**src/rtl/fibo_req_arbiter.sv**
```systemverilog
// fibo_req_arbiter: two-requester arbiter sharing one Fibonacci FSM, with watchdog abort; define FIBO_ARB_FIXED_PRIO_EN for fixed priority
module fibo_req_arbiter #(
  parameter int DATA_W = 8,
  parameter int TIMEOUT_CYC = 64
) (
  input  logic              clk,
  input  logic              rst,
  input  logic              req0,
  input  logic              req1,
  input  logic [DATA_W-1:0] n0,
  input  logic [DATA_W-1:0] n1,
  output logic              gnt0,
  output logic              gnt1,
  output logic              ack0,
  output logic              ack1,
  output logic [DATA_W-1:0] result,
  output logic              err,
  output logic              fib_start,
  output logic [DATA_W-1:0] fib_n,
  input  logic              fib_done,
  input  logic [DATA_W-1:0] fib_result,
  output logic              fib_rst
);
  localparam int TW = $clog2(TIMEOUT_CYC);
  localparam logic [TW-1:0] T_LAST = TW'(TIMEOUT_CYC - 1);
  typedef enum logic [2:0] {IDLE, LAUNCH, BUSY, RESP, ABORT} state_t;
  state_t state;
  logic [TW-1:0] timer;
  logic last, owner, pick1;
  // choose requester 1 only when it alone asks or wins the tie
`ifdef FIBO_ARB_FIXED_PRIO_EN
  always_comb pick1 = req1 & ~req0;
`else
  always_comb pick1 = req1 & (~req0 | ~last);
`endif
  // datapath reset follows the arbiter reset and the abort cycle
  always_comb fib_rst = rst | (state == ABORT);
  // arbitration, launch, watchdog and response sequencing
  always_ff @(posedge clk) begin
    if (rst) begin
      state <= IDLE;
      gnt0 <= 1'b0;
      gnt1 <= 1'b0;
      ack0 <= 1'b0;
      ack1 <= 1'b0;
      err <= 1'b0;
      fib_start <= 1'b0;
      result <= '0;
      fib_n <= '0;
      timer <= '0;
      last <= 1'b1;
      owner <= 1'b0;
    end else begin
      case (state)
        IDLE: if (req0 | req1) begin
          gnt0 <= ~pick1;
          gnt1 <= pick1;
          owner <= pick1;
          fib_n <= pick1 ? n1 : n0;
          fib_start <= 1'b1;
          state <= LAUNCH;
        end
        LAUNCH: begin
          fib_start <= 1'b0;
          timer <= '0;
          state <= BUSY;
        end
        BUSY: begin
          timer <= timer + 1'b1;
          if (fib_done) begin
            result <= fib_result;
            ack0 <= ~owner;
            ack1 <= owner;
            state <= RESP;
          end else if (timer == T_LAST) begin
            ack0 <= ~owner;
            ack1 <= owner;
            err <= 1'b1;
            state <= ABORT;
          end
        end
        RESP, ABORT: begin
          ack0 <= 1'b0;
          ack1 <= 1'b0;
          err <= 1'b0;
          gnt0 <= 1'b0;
          gnt1 <= 1'b0;
          last <= owner;
          state <= IDLE;
        end
        default: state <= IDLE;
      endcase
    end
  end
endmodule
```
**config.mk**
```make
export PLATFORM = sky130hd
export DESIGN_NAME = fibo_req_arbiter
export DESIGN_NICKNAME = d
export VERILOG_FILES = /design/src/rtl/fibo_req_arbiter.sv
export SDC_FILE = /design/constraint.sdc
export NUM_CORES = 1
export LEC_CHECK = 0
export ABC_AREA = 1
export CORE_MARGIN = 8
export CORE_UTILIZATION = 40
export DETAILED_ROUTE_END_ITERATION = 8
export GPL_TIMING_DRIVEN = 0
export PLACE_DENSITY_LB_ADDON = 0.3
export REMOVE_ABC_BUFFERS = 1
export SKIP_LAST_GASP = 1
export SLEW_MARGIN = 20
export SYNTH_ARGS = -nofsm -noshare
export SYNTH_HDL_FRONTEND = slang
export SYNTH_SLANG_ARGS = --single-unit
```
**constraint.sdc**
```tcl
create_clock -name clk -period 2.4 [get_ports clk]
set_clock_uncertainty 0.2 [all_clocks]
set_input_delay 0.48 -clock clk [delete_from_list [all_inputs] [get_ports clk]]
set_output_delay 0.48 -clock clk [all_outputs]
set_load 0.01 [all_outputs]
```
-- Word level (Yosys, flattened, before mapping)
Index checks and enable logic that the tools add are counted.
- bitwise operators: 8
- $lt $le $gt $ge: 0
- $add $sub $neg: 1
- divide/modulo/power cells: 0
- shifts and indexed selects: 0
- reduce and logical (&&, ||, !) cells: 13
- eq/ne operators: 9
- mux-type cells: 21
- multiply operators: 0
- operators by type and width (cell ; number):
    $pmux W1 S2 ; 6
    $pmux W6 S2 ; 1
    $reduce_and A2 Y1 ; 6
    $mux W1 ; 9
    $mux W3 ; 3
    $pmux W3 S3 ; 1
    $mux W8 ; 1
    $reduce_bool A2 Y1 ; 4
    $add A6 B1 Y6 const B ; 1
    $eq A3 B2 Y1 const B ; 2
    $eq A6 B6 Y1 const B ; 1
    $ne A2 B2 Y1 const B ; 3
    $not A1 Y1 ; 4
    $eq A3 B1 Y1 const B ; 1
    $eq A3 B3 Y1 const B ; 1
    $logic_not A3 Y1 ; 1
    $ne A3 B3 Y1 const B ; 1
    $or A1 B1 Y1 ; 3
    $reduce_and A3 Y1 ; 1
    $reduce_or A2 Y1 ; 1
    $and A1 B1 Y1 ; 1
- output and inout port bits: 23
- bits in latches: 0
- RAM bits: 0
- input port bits: 29
- flip-flop bits (word level): 33
- ROM bits: 0
- logic and storage cells: 64
- memories: 0

-- Logic depth before layout (Yosys ltp)
- depth in word-level cells: 6
- depth in mapped cells: 8
- gate-level depth less buffers: 7

-- Least setup slack after synthesis
Ideal clock, no wire load.
- path kind: input to output
- start: input port rst
- end: output port fib_rst
- data arrival time: 0.947 ns
- slack: 0.773 ns
- cell stages on the path: 3
- data required time: 1.720 ns
- cells stage by stage: clkbuf_2 > clkinv_1 > o31ai_1
- cells in the longest elaborated chain, start to end: 1
- ends and longest elaborated chain (item ; RTL line ; RTL):
    start, declared ; 7 ; input logic rst,
    $or A1 B1 Y1 ; 37 ; always_comb fib_rst = rst | (state == ABORT);
    end, declared ; 22 ; output logic fib_rst
No other way between the ends.

-- Worst setup path after layout
Same ends and word-level chain as after synthesis.

==> impl_results.md <==
* Status: finished clean
* Setup bufs post-CTS at 0
* Clock sinks at 33
* Power Dens Cells at 709 nW/um^2
* Worst Setup End Kind: output port
* Setup TNS at 0 ns
* Area growth syn-to-layout at 39.0%
* Top cells by area, synth: dfxtp_1 41%, nand2_1 14%, nand3_1 8.7%, a21oi_2 5.5%, a21oi_1 5.3%
* Worst vdd ir at 0.000393 V
* Largest net degree at the start of global routing at 25
* Full die area at 6300 um^2
* Mapped Cells at 217
* Clock-pin slew on the worst setup and hold paths at 0.06 ns
* Hold Fails Final Rpt at 0
* Avg WL per Cell at 12.0 um
* CTS tree: done
* Clk buf depth at 2
* Setup Viol. Count Final at 0
* Wire length on met2 at 1740 um
* Post-synthesis register bit count at 33
* Worst stage delay on the critical path at 0.57 ns
* CP top delay family: buffers and inverters
* Synth warn at 0
* Latest clock arrival within the worst-skew pair at 0.28 ns
* Final Max Slew Viols at 0
* H-Tree Depth at 2
* Synth Cell Area at 1610 um^2
* Initial DRT Pass Iterations at 4
* Detail Placement HPWL at 2770 um
* Initial Util at 40.7%
* DRT met1 WL at 1670 um
* Most frequent cells in the layout: 61 x nand2_1, 50 x clkdlybuf4s50_1, 33 x dfxtp_1, 28 x nand3_1, 17 x a21oi_1
* Via-to-Cell Ratio at 4.68
* Maxcap violations at 0
* Total track usage at 12.7%
* Final Wtd Congestion at 0.794
* I/O pins at 52
* Seq/Total Area, Yosys at 41.2%
* CTS buffer count at 5
* Total grt overflow at 0
* Min cycle time layout at 2.25 ns
* CP arrival at 1.57 ns
* Initial antenna violation count at 0
* N_diodes at 0
* Worst slew margin at 65.9%
* Synthesized area per cell at 7.40 um^2
* Hold WS at 0.250 ns
* Top sig layer: met4
* Vias at 1489
* Final cycle utilization of the critical path at 93.8%
* Layout cells sized above 1 at 15.7%
* CP Class: in2out
* Vias in the first global route at 1471
* Clock Tree Root: clkbuf_8
* WL met3 at 339 um
* Worst path slowest cell: clkdlybuf4s50_1
* Worst EP required at 1.72 ns
* Chip Height at 79.4 um
* Die W at 79.4 um
* Iteration-0 DRC Markers at 105
* First-pass GRT wire length at 6480 um
* CP Buf/Inv Count at 3
* Min-Delay Path Class: reg2reg
* Port-buffer cells at 51
* Cell taking the most area after synthesis: dfxtp_1
* Netlist cell types at 26
* Final net count at 297
* Final antenna-violating net count at 0
* Worst setup SP type: primary input
* Max Clock Freq at 444 MHz
* DRT Wirelength at 3810 um
* CORE AREA at 3940 um^2
* # rows at 23
* Pleak at 0.903 nW
* Worst Tran Pin Value at 0.510 ns
* Remaining DRCs at 0
* CP cell instances: buf_6 > clkinv_2 > o31ai_1 > clkdlybuf4s50_1
* CP max FO at 24
* RSZ-0062 raised after global routing: false
* Synth top area share at 41.2%
* Most common cell after layout, fill and taps aside: nand2_1
## flip-flops by register name (all words and copies together), names as in the netlist, 3 cells and up
register  flops
fib_n         8
timer         6
result        8
state         3
## worst paths after layout
check                        start               endpoint  slack, ns  depth (start not counted)
max reg2reg  timer[0]$_SDFFE_PP0P_      ack1$_SDFFE_PP0P_       0.89                          6
min reg2reg  timer[4]$_SDFFE_PP0P_  timer[4]$_SDFFE_PP0P_       0.25                          1
max                            rst                fib_rst       0.15                          4
min          timer[4]$_SDFFE_PP0P_  timer[4]$_SDFFE_PP0P_       0.25                          1
## report_power, final
group | internal [mW] | switching, mW | leakage, nW
Clock | 0.338 | 0.197 | 0.0585
Combinational | 0.185 | 0.228 | 0.575
Sequential | 0.597 | 0.0367 | 0.269
Total | 1.12 | 0.462 | 0.903
## what timing repair did
item                                    CTS  global route
hold buffers                              0             0
resized for setup                         7             1
pin swaps                                 0             0
endpoints found under the setup margin   11             1
## cell usage after synthesis, drive strengths merged
cell type and instances:
o31ai 1, dfxtp 33, clkinv 1, nor2 12, nand2 77, o21ai 6, a21oi 27, clkbuf 2
o21bai 1, buf 6, nand4 2, nand3 29, ha 1, inv 18, a21boi 1
## kinds of logic after synthesis
family	synth area share (%)
DFF	41.2
and+or+nand+nor	35.5
buffers and inverters	8.49
adders and majority gates	0.779
AOI/OAI and AO/OA	14.0
## stage by stage
step	utilization (%)	cells	setup slack [ns]	area [um^2]	power, mW
floorplan	-	209	0.954	1540	0.884
global placement	53.6	310	-1.29	2110	1.06
detailed placement	53.6	310	-1.31	2110	1.06
CTS	56.5	318	0.0222	2230	1.60
global route	56.6	318	0.0748	2230	1.67
finish	56.6	318	0.148	2230	1.58
## final cells by class
class | instances | area (um^2)
clock inverter | 1 | 30.0
clock buffer | 7 | 86.3
tap | 50 | 62.6
multi-input combinational | 157 | 808
fill | 360 | 1710
timing repair buffer | 51 | 512
inverter | 19 | 72.6
sequential | 33 | 661
## layer usage
metal | up-vias | global-route usage (%)
met3 | 6 | 6.09
met2 | 36 | 20.8
li1 | 802 | -
met1 | 645 | 13.8
met5 | - | 0
met4 | 0 | 5.56
No activity file was read; power rests on OpenSTA's default activity.
